--- src/rtl/uart_stream_bridge.sv ---
// 8N1 UART bridge with small RX/TX FIFOs, valid/ready streams and sticky error flags.
// Define UART_LOOPBACK_EN to add a loopback port that routes the TX line back into the receiver.
module uart_stream_bridge #(
    parameter int CLK_HZ   = 10_000_000,
    parameter int BAUD     = 9600,
    parameter int RX_DEPTH = 4,
    parameter int TX_DEPTH = 4
) (
    input  logic       clk_10M,
    input  logic       reset_btn,
    input  logic       rxd,
    output logic       txd,
    input  logic [7:0] tx_data,
    input  logic       tx_valid,
    output logic       tx_ready,
    output logic [7:0] rx_data,
    output logic       rx_valid,
    input  logic       rx_ready,
    input  logic       err_clr,
    output logic       rx_overrun,
    output logic       frame_err,
    output logic       tx_busy
`ifdef UART_LOOPBACK_EN
    ,
    input  logic       loopback
`endif
);

    localparam int DIV  = CLK_HZ / BAUD;
    localparam int HALF = DIV / 2;
    localparam int CW   = $clog2(DIV);
    localparam int RXAW = $clog2(RX_DEPTH);
    localparam int TXAW = $clog2(TX_DEPTH);

    localparam logic [CW-1:0]   DIV_M1      = CW'(DIV - 1);
    localparam logic [CW-1:0]   HALF_M1     = CW'(HALF - 1);
    localparam logic [RXAW:0]   RX_FULL_CNT = (RXAW + 1)'(RX_DEPTH);
    localparam logic [TXAW:0]   TX_FULL_CNT = (TXAW + 1)'(TX_DEPTH);

    typedef enum logic [1:0] {RX_IDLE, RX_START, RX_DATA, RX_STOP} rx_state_t;
    typedef enum logic [1:0] {TX_IDLE, TX_START, TX_DATA, TX_STOP} tx_state_t;

    logic r_txd;
    logic w_rx_in;
    logic r_rx_meta;
    logic r_rxs;

`ifdef UART_LOOPBACK_EN
    assign w_rx_in = loopback ? r_txd : rxd;
    assign txd     = loopback ? 1'b1 : r_txd;
`else
    assign w_rx_in = rxd;
    assign txd     = r_txd;
`endif

    always_ff @(posedge clk_10M or posedge reset_btn) begin
        if (reset_btn) begin
            r_rx_meta <= 1'b1;
            r_rxs     <= 1'b1;
        end else begin
            r_rx_meta <= w_rx_in;
            r_rxs     <= r_rx_meta;
        end
    end

    // ---------------- RX FIFO ----------------
    logic [7:0]      r_rx_mem [RX_DEPTH];
    logic [RXAW-1:0] r_rx_wptr;
    logic [RXAW-1:0] r_rx_rptr;
    logic [RXAW:0]   r_rx_count;
    logic            w_rx_push;
    logic            w_rx_pop;
    logic            w_rx_full;
    logic [7:0]      r_rx_shift;

    assign rx_valid  = (r_rx_count != '0);
    assign w_rx_pop  = rx_valid && rx_ready;
    // A pop in the same cycle makes room for the byte being pushed.
    assign w_rx_full = (r_rx_count == RX_FULL_CNT) && !w_rx_pop;
    assign rx_data   = rx_valid ? r_rx_mem[r_rx_rptr] : 8'h00;

    always_ff @(posedge clk_10M) begin
        if (w_rx_push) begin
            r_rx_mem[r_rx_wptr] <= r_rx_shift;
        end
    end

    always_ff @(posedge clk_10M or posedge reset_btn) begin
        if (reset_btn) begin
            r_rx_wptr  <= '0;
            r_rx_rptr  <= '0;
            r_rx_count <= '0;
        end else begin
            if (w_rx_push) r_rx_wptr <= r_rx_wptr + 1'b1;
            if (w_rx_pop)  r_rx_rptr <= r_rx_rptr + 1'b1;
            case ({w_rx_push, w_rx_pop})
                2'b10:   r_rx_count <= r_rx_count + 1'b1;
                2'b01:   r_rx_count <= r_rx_count - 1'b1;
                default: r_rx_count <= r_rx_count;
            endcase
        end
    end

    // ---------------- RX FSM ----------------
    rx_state_t     r_rx_state, w_rx_state_next;
    logic [CW-1:0] r_rx_cnt, w_rx_cnt_next;
    logic [2:0]    r_rx_bits, w_rx_bits_next;
    logic [7:0]    w_rx_shift_next;
    logic          w_set_overrun;
    logic          w_set_frame;

    always_ff @(posedge clk_10M or posedge reset_btn) begin
        if (reset_btn) begin
            r_rx_state <= RX_IDLE;
            r_rx_cnt   <= '0;
            r_rx_bits  <= '0;
            r_rx_shift <= '0;
        end else begin
            r_rx_state <= w_rx_state_next;
            r_rx_cnt   <= w_rx_cnt_next;
            r_rx_bits  <= w_rx_bits_next;
            r_rx_shift <= w_rx_shift_next;
        end
    end

    always_comb begin
        w_rx_state_next = r_rx_state;
        w_rx_cnt_next   = r_rx_cnt;
        w_rx_bits_next  = r_rx_bits;
        w_rx_shift_next = r_rx_shift;
        w_rx_push       = 1'b0;
        w_set_overrun   = 1'b0;
        w_set_frame     = 1'b0;
        case (r_rx_state)
            RX_IDLE: begin
                if (!r_rxs) begin
                    w_rx_state_next = RX_START;
                    w_rx_cnt_next   = '0;
                end
            end
            RX_START: begin
                // Re-check the line mid start bit so short glitches are ignored.
                if (r_rx_cnt == HALF_M1) begin
                    w_rx_cnt_next   = '0;
                    w_rx_bits_next  = '0;
                    w_rx_state_next = r_rxs ? RX_IDLE : RX_DATA;
                end else begin
                    w_rx_cnt_next = r_rx_cnt + 1'b1;
                end
            end
            RX_DATA: begin
                if (r_rx_cnt == DIV_M1) begin
                    w_rx_cnt_next   = '0;
                    w_rx_shift_next = {r_rxs, r_rx_shift[7:1]};
                    w_rx_bits_next  = r_rx_bits + 1'b1;
                    if (r_rx_bits == 3'd7) w_rx_state_next = RX_STOP;
                end else begin
                    w_rx_cnt_next = r_rx_cnt + 1'b1;
                end
            end
            RX_STOP: begin
                if (r_rx_cnt == DIV_M1) begin
                    w_rx_cnt_next   = '0;
                    w_rx_state_next = RX_IDLE;
                    if (!r_rxs)         w_set_frame   = 1'b1;
                    else if (w_rx_full) w_set_overrun = 1'b1;
                    else                w_rx_push     = 1'b1;
                end else begin
                    w_rx_cnt_next = r_rx_cnt + 1'b1;
                end
            end
            default: w_rx_state_next = RX_IDLE;
        endcase
    end

    // Sticky flags: a set in the same cycle as err_clr wins.
    always_ff @(posedge clk_10M or posedge reset_btn) begin
        if (reset_btn) begin
            rx_overrun <= 1'b0;
            frame_err  <= 1'b0;
        end else begin
            if (w_set_overrun)  rx_overrun <= 1'b1;
            else if (err_clr)   rx_overrun <= 1'b0;
            if (w_set_frame)    frame_err  <= 1'b1;
            else if (err_clr)   frame_err  <= 1'b0;
        end
    end

    // ---------------- TX FIFO ----------------
    logic [7:0]      r_tx_mem [TX_DEPTH];
    logic [TXAW-1:0] r_tx_wptr;
    logic [TXAW-1:0] r_tx_rptr;
    logic [TXAW:0]   r_tx_count;
    logic            w_tx_push;
    logic            w_tx_pop;
    logic            w_tx_nonempty;

    assign tx_ready      = (r_tx_count != TX_FULL_CNT);
    assign w_tx_push     = tx_valid && tx_ready;
    assign w_tx_nonempty = (r_tx_count != '0);

    always_ff @(posedge clk_10M) begin
        if (w_tx_push) begin
            r_tx_mem[r_tx_wptr] <= tx_data;
        end
    end

    always_ff @(posedge clk_10M or posedge reset_btn) begin
        if (reset_btn) begin
            r_tx_wptr  <= '0;
            r_tx_rptr  <= '0;
            r_tx_count <= '0;
        end else begin
            if (w_tx_push) r_tx_wptr <= r_tx_wptr + 1'b1;
            if (w_tx_pop)  r_tx_rptr <= r_tx_rptr + 1'b1;
            case ({w_tx_push, w_tx_pop})
                2'b10:   r_tx_count <= r_tx_count + 1'b1;
                2'b01:   r_tx_count <= r_tx_count - 1'b1;
                default: r_tx_count <= r_tx_count;
            endcase
        end
    end

    // ---------------- TX FSM ----------------
    tx_state_t     r_tx_state, w_tx_state_next;
    logic [CW-1:0] r_tx_cnt, w_tx_cnt_next;
    logic [2:0]    r_tx_bits, w_tx_bits_next;
    logic [7:0]    r_tx_shift, w_tx_shift_next;
    logic          w_txd_next;

    assign tx_busy = (r_tx_state != TX_IDLE) || w_tx_nonempty;

    always_ff @(posedge clk_10M or posedge reset_btn) begin
        if (reset_btn) begin
            r_tx_state <= TX_IDLE;
            r_tx_cnt   <= '0;
            r_tx_bits  <= '0;
            r_tx_shift <= '0;
            r_txd      <= 1'b1;
        end else begin
            r_tx_state <= w_tx_state_next;
            r_tx_cnt   <= w_tx_cnt_next;
            r_tx_bits  <= w_tx_bits_next;
            r_tx_shift <= w_tx_shift_next;
            r_txd      <= w_txd_next;
        end
    end

    always_comb begin
        w_tx_state_next = r_tx_state;
        w_tx_cnt_next   = r_tx_cnt;
        w_tx_bits_next  = r_tx_bits;
        w_tx_shift_next = r_tx_shift;
        w_txd_next      = r_txd;
        w_tx_pop        = 1'b0;
        case (r_tx_state)
            TX_IDLE: begin
                w_txd_next = 1'b1;
                if (w_tx_nonempty) begin
                    w_tx_pop        = 1'b1;
                    w_tx_shift_next = r_tx_mem[r_tx_rptr];
                    w_txd_next      = 1'b0;
                    w_tx_cnt_next   = '0;
                    w_tx_state_next = TX_START;
                end
            end
            TX_START: begin
                if (r_tx_cnt == DIV_M1) begin
                    w_tx_cnt_next   = '0;
                    w_tx_bits_next  = '0;
                    w_txd_next      = r_tx_shift[0];
                    w_tx_shift_next = {1'b0, r_tx_shift[7:1]};
                    w_tx_state_next = TX_DATA;
                end else begin
                    w_tx_cnt_next = r_tx_cnt + 1'b1;
                end
            end
            TX_DATA: begin
                if (r_tx_cnt == DIV_M1) begin
                    w_tx_cnt_next = '0;
                    if (r_tx_bits == 3'd7) begin
                        w_txd_next      = 1'b1;
                        w_tx_state_next = TX_STOP;
                    end else begin
                        w_txd_next      = r_tx_shift[0];
                        w_tx_shift_next = {1'b0, r_tx_shift[7:1]};
                        w_tx_bits_next  = r_tx_bits + 1'b1;
                    end
                end else begin
                    w_tx_cnt_next = r_tx_cnt + 1'b1;
                end
            end
            TX_STOP: begin
                if (r_tx_cnt == DIV_M1) begin
                    w_tx_cnt_next   = '0;
                    w_tx_state_next = TX_IDLE;
                end else begin
                    w_tx_cnt_next = r_tx_cnt + 1'b1;
                end
            end
            default: w_tx_state_next = TX_IDLE;
        endcase
    end

endmodule

--- config.mk ---
export PLATFORM = sky130hd
export DESIGN_NAME = uart_stream_bridge
export DESIGN_NICKNAME = d
export VERILOG_FILES = /design/src/rtl/uart_stream_bridge.sv
export SDC_FILE = /design/constraint.sdc
export NUM_CORES = 1
export LEC_CHECK = 0
export BUFFER_PORTS_ARGS = -buffer_cell sky130_fd_sc_hd__buf_2
export CAP_MARGIN = 40
export CORE_ASPECT_RATIO = 0.8
export CORE_MARGIN = 2
export CORE_UTILIZATION = 55
export CTS_CLUSTER_DIAMETER = 60
export DETAILED_ROUTE_END_ITERATION = 6
export PLACE_DENSITY = 0.75
export SLEW_MARGIN = 20
export SYNTH_ARGS = -nofsm -noshare
export SYNTH_HDL_FRONTEND = slang
export SYNTH_SLANG_ARGS = --single-unit
--- constraint.sdc ---
create_clock -name clk_10M -period 2.7 [get_ports clk_10M]
set_input_delay 0.135 -clock clk_10M [delete_from_list [all_inputs] [get_ports clk_10M]]
set_output_delay 0.135 -clock clk_10M [all_outputs]
set_load 0.01 [all_outputs]
==> summary.txt <==
Yosys
  • Syn Inst Count: 455
  • Synth Warn #: 0
  • Count of cell types in the netlist: between 50 and 60
  • Post-Syn Area: 6066 um^2
  • Seq/Total Area, Yosys: 0.5939
  • Syn Area/Cell: 13.33 um^2
  • Seq cells post-synth: about 130
  • Asr flop ratio synth: 0.5115
  • Post-synth top flop: edfxtp_1
  • Number of synthesized flops with an enable pin: 64
  • Synthesized Nets: between 400 and 500

Critical path
  • Critical path startpoint category: flip-flop
  • Critical Path RT: 3.00 ns
  • Critical path's top delay family: simple AND/OR/NAND/NOR gates
  • Flop2flop setup slack: around 0.031 ns
  • Reg2reg start: r_rx_cnt[7]
  • Setup crit end: r_rx_count[2]
  • FF-to-FF End: r_rx_count[2]
  • CP max-delay cell: or4b_4
  • WP buf/inv: 2
  • WS Path Type: reg -> reg
  • Critical path, cell by cell: or4_4 > or4b_4 > nor3b_4 > inv_2 > ha_4 > inv_2 > fa_1 > xor2_1 > nor2_1 > xor2_1
  • Crit end category: flip-flop
  • Crit path depth: 10
  • CP max FO: 3
  • Slowest stage delay, CP: roughly 0.58 ns
  • Reg2Reg Depth: 10
  • CP startpoint: r_rx_cnt[7]
  • Crit path DAT: just under 3 ns

Floorplan
  • DIE AREA: ~12000 um^2
  • Die height: 97.93 um
  • I/O pins: 28
  • FP Rows: 34
  • Initial core utilization: 0.5614
  • Die Width: about 120 um
  • Core area: 10810 um^2

Clocking
  • TritonCTS buffer count: 17
  • H-tree depth: 4
  • CTS sink count: roughly 130
  • Clock transition at the registers of the reported paths: about 0.060 ns
  • Clk buf depth: 2
  • CTS Root Cell: clkbuf_16
  • Clock Latency Late Sink: 0.41 ns
  • CTS tree: built

Status
  • Run status: completed

Timing
  • Period minus WS final: between 2 and 3 ns
  • Final Slew Violations: 0
  • Setup TNS: 0 ns
  • Worst Max-Slew Pin Slew: 0.7069 ns
  • Final period util: 0.9884
  • Fin worst setup slack: 0.03124 ns
  • Min Hold Slack: about 0.073 ns
  • Fmax: ~370 MHz
  • Setup-failing EPs final: 0
  • Final hold vios: 0
  • Slew headroom: 0.5221
  • Unrepaired setup endpoints after global routing: true
  • Clk_skew: approximately 0.012 ns

Pwr
  • Max VDD drop: approximately 0.00067 V
  • PwrDens: between 900 and 1000 nW/um^2
  • LEAKAGE: roughly 3.0 nW

Min path
  • WHS Path Cells: 3
  • Hold WC Path Type: in -> reg

Final layout
  • Layout cells sized above 1: 0.2557
  • ANT cells: 0
  • Final core utilization: 0.6660
  • Nets: between 500 and 600
  • Layout area overhead: 18.65%
  • Fillers: approximately 780
  • Register area: 3602 um^2
  • Area of the multi-input gates: 2330 um^2

Place
  • HPWL Detailed: between 7000 and 8000 um
  • Pre-CTS setup slack: between 0.015 and 0.02 ns
  • Port buffer count: 27
  • GPL Wtd Cong: between 0.8 and 0.9

Routing
  • Drt first pass iters: 5
  • DR WL/cell: 17.05 um
  • Vias per inst: approximately 5.7
  • Number of antenna-violating nets in the routed design: 0
  • DRT Wirelength: 11390 um
  • Initial DRC Count: ~240
  • DRC Markers: 0
  • Vias: around 3.8k

Flow run
  • Max Cap Viol: 0

Global route
  • First-pass GRT wire length: just under 20000 um
  • Vias in the first global route: 3916
  • Initial antenna violation count: 0
  • Remaining global-route overflow: 0
  • Largest net degree at the start of global routing: 36
  • Total track usage: 0.2115
Yosys cell counts, types with 2 or more instances:
| library cell | n | area share |
|---|---|---|
| o41ai_1 | 2 | 0.0029 |
| dfrtp_1 | 64 | 0.26 |
| nor4b_1 | 2 | 0.0029 |
| clkbuf_1 | 14 | 0.0087 |
| nand2b_1 | 3 | 0.0031 |
| nand3_1 | 16 | 0.013 |
| nor2b_1 | 3 | 0.0031 |
| nand3b_1 | 3 | 0.0037 |
| nand4b_1 | 2 | 0.0029 |
| o211ai_1 | 10 | 0.012 |
| nand4_1 | 9 | 0.0093 |
| nor2_1 | 19 | 0.012 |
| o2bb2ai_1 | 2 | 0.0029 |
| or2_2 | 2 | 0.0021 |
| and2_1 | 14 | 0.014 |
| xnor2_1 | 9 | 0.013 |
| mux4_2 | 16 | 0.059 |
| nor4bb_1 | 2 | 0.0033 |
| nand2_1 | 29 | 0.018 |
| o21ai_0 | 23 | 0.019 |
| o31ai_1 | 2 | 0.0025 |
| buf_1 | 2 | 0.0012 |
| a31oi_1 | 2 | 0.0021 |
| inv_1 | 27 | 0.017 |
| nor4_1 | 3 | 0.0031 |
| edfxtp_1 | 64 | 0.32 |
| a21oi_1 | 5 | 0.0041 |
| ha_1 | 23 | 0.047 |
| nor3_1 | 6 | 0.0050 |
| fa_1 | 2 | 0.0066 |
| mux2_2 | 25 | 0.046 |
| or3_1 | 5 | 0.0052 |
| and3_1 | 8 | 0.0083 |
| mux2i_1 | 2 | 0.0033 |
| xor2_1 | 13 | 0.019 |
| buf_2 | 2 | 0.0017 |
| dfstp_2 | 3 | 0.013 |
per-layer routing:
layer / vias up / GRT usage / routed length [um]
met2: 73 / 0.3310 / 5699
met1: 1928 / 0.2940 / 5140
li1: 1788 / - / -
met4: 0 / 0.07162 / 114
met3: 16 / 0.05140 / 435
met5: - / 0 / 0
logic make-up after synthesis:
family                   after synthesis  share of synthesized area
AO/OA/AOI/OAI                         54                    0.05734
XOR/XNOR                              22                    0.03177
adder cells (fa/ha/maj)               25                    0.05404
buffers and inverters                 45                    0.02826
flip-flops                           131                     0.5939
multiplexers                          44                     0.1110
AND/OR/NAND/NOR                      134                     0.1238
power by group:
| group | internal (mW) | switching [mW] | leakage [nW] |
|---|---|---|---|
| Combinational | 0.853 | 0.793 | 1.18 |
| Sequential | 2.43 | 0.328 | 1.52 |
| Clock | 1.45 | 0.842 | 0.285 |
sequential cells by signal, summed over array words and instances (netlist names), 3 cells and up, named ones only:
register	count
r_tx_mem	32
r_rx_bits	3
r_rx_shift	8
r_tx_count	3
r_tx_cnt	11
r_rx_cnt	11
r_rx_mem	32
r_rx_count	3
r_tx_shift	8
r_tx_bits	3
per-stage QoR:
step	power [mW]	cells	cell area, um^2
finish	6.702	668	7197
global route	7.069	668	7197
CTS	6.740	666	7157
detailed placement	4.377	624	6446
global placement	4.267	623	6426
floorplan	4.007	455	6075
repair_timing:
item | CTS | global route
hold buffers | 11 | 0
pin swaps | 0 | 6
endpoints found under the hold margin | 90 | 0
setup endpoints to repair | 2 | 10
buffers inserted | 0 | 2
resized for setup | 2 | 6
cell type report:
cell class | count | area share
sequential | 131 | 0.5005
inverter | 27 | 0.01408
clock inverter | 12 | 0.02191
clock buffer | 19 | 0.06015
tap | 144 | 0.02503
multi-input combinational | 279 | 0.3237
timing repair buffer | 56 | 0.05459
cell usage in the layout, fill, tap and decap left out, types with 19 or more instances in the layout:
cell type and n:
edfxtp_1 64, buf_2 27, inv_1 24, o21ai_0 22
dfrtp_1 64, nor2_1 19, nand2_1 29, ha_1 22
mux2_2 25
worst register-to-register path: cells and delay by family (launching register included):
family        cells  cell delay (ns)
xor+xnor          2             0.29
fa+ha+maj         2             0.33
buf+inv           2             0.13
flops             1             0.38
simple gates      4             1.42
how the worst min path moves through the flow:
stage                          from           to  slack (ns)
after floorplan                 rxd    r_rx_meta        0.14
after global placement          rxd    r_rx_meta        0.24
after detailed placement  reset_btn  r_rx_cnt[5]         0.1
after CTS                  rx_ready   rx_overrun        0.07
after global routing       rx_ready   rx_overrun        0.09
final                      rx_ready   rx_overrun        0.07
Power figures use the tool's default switching activity.
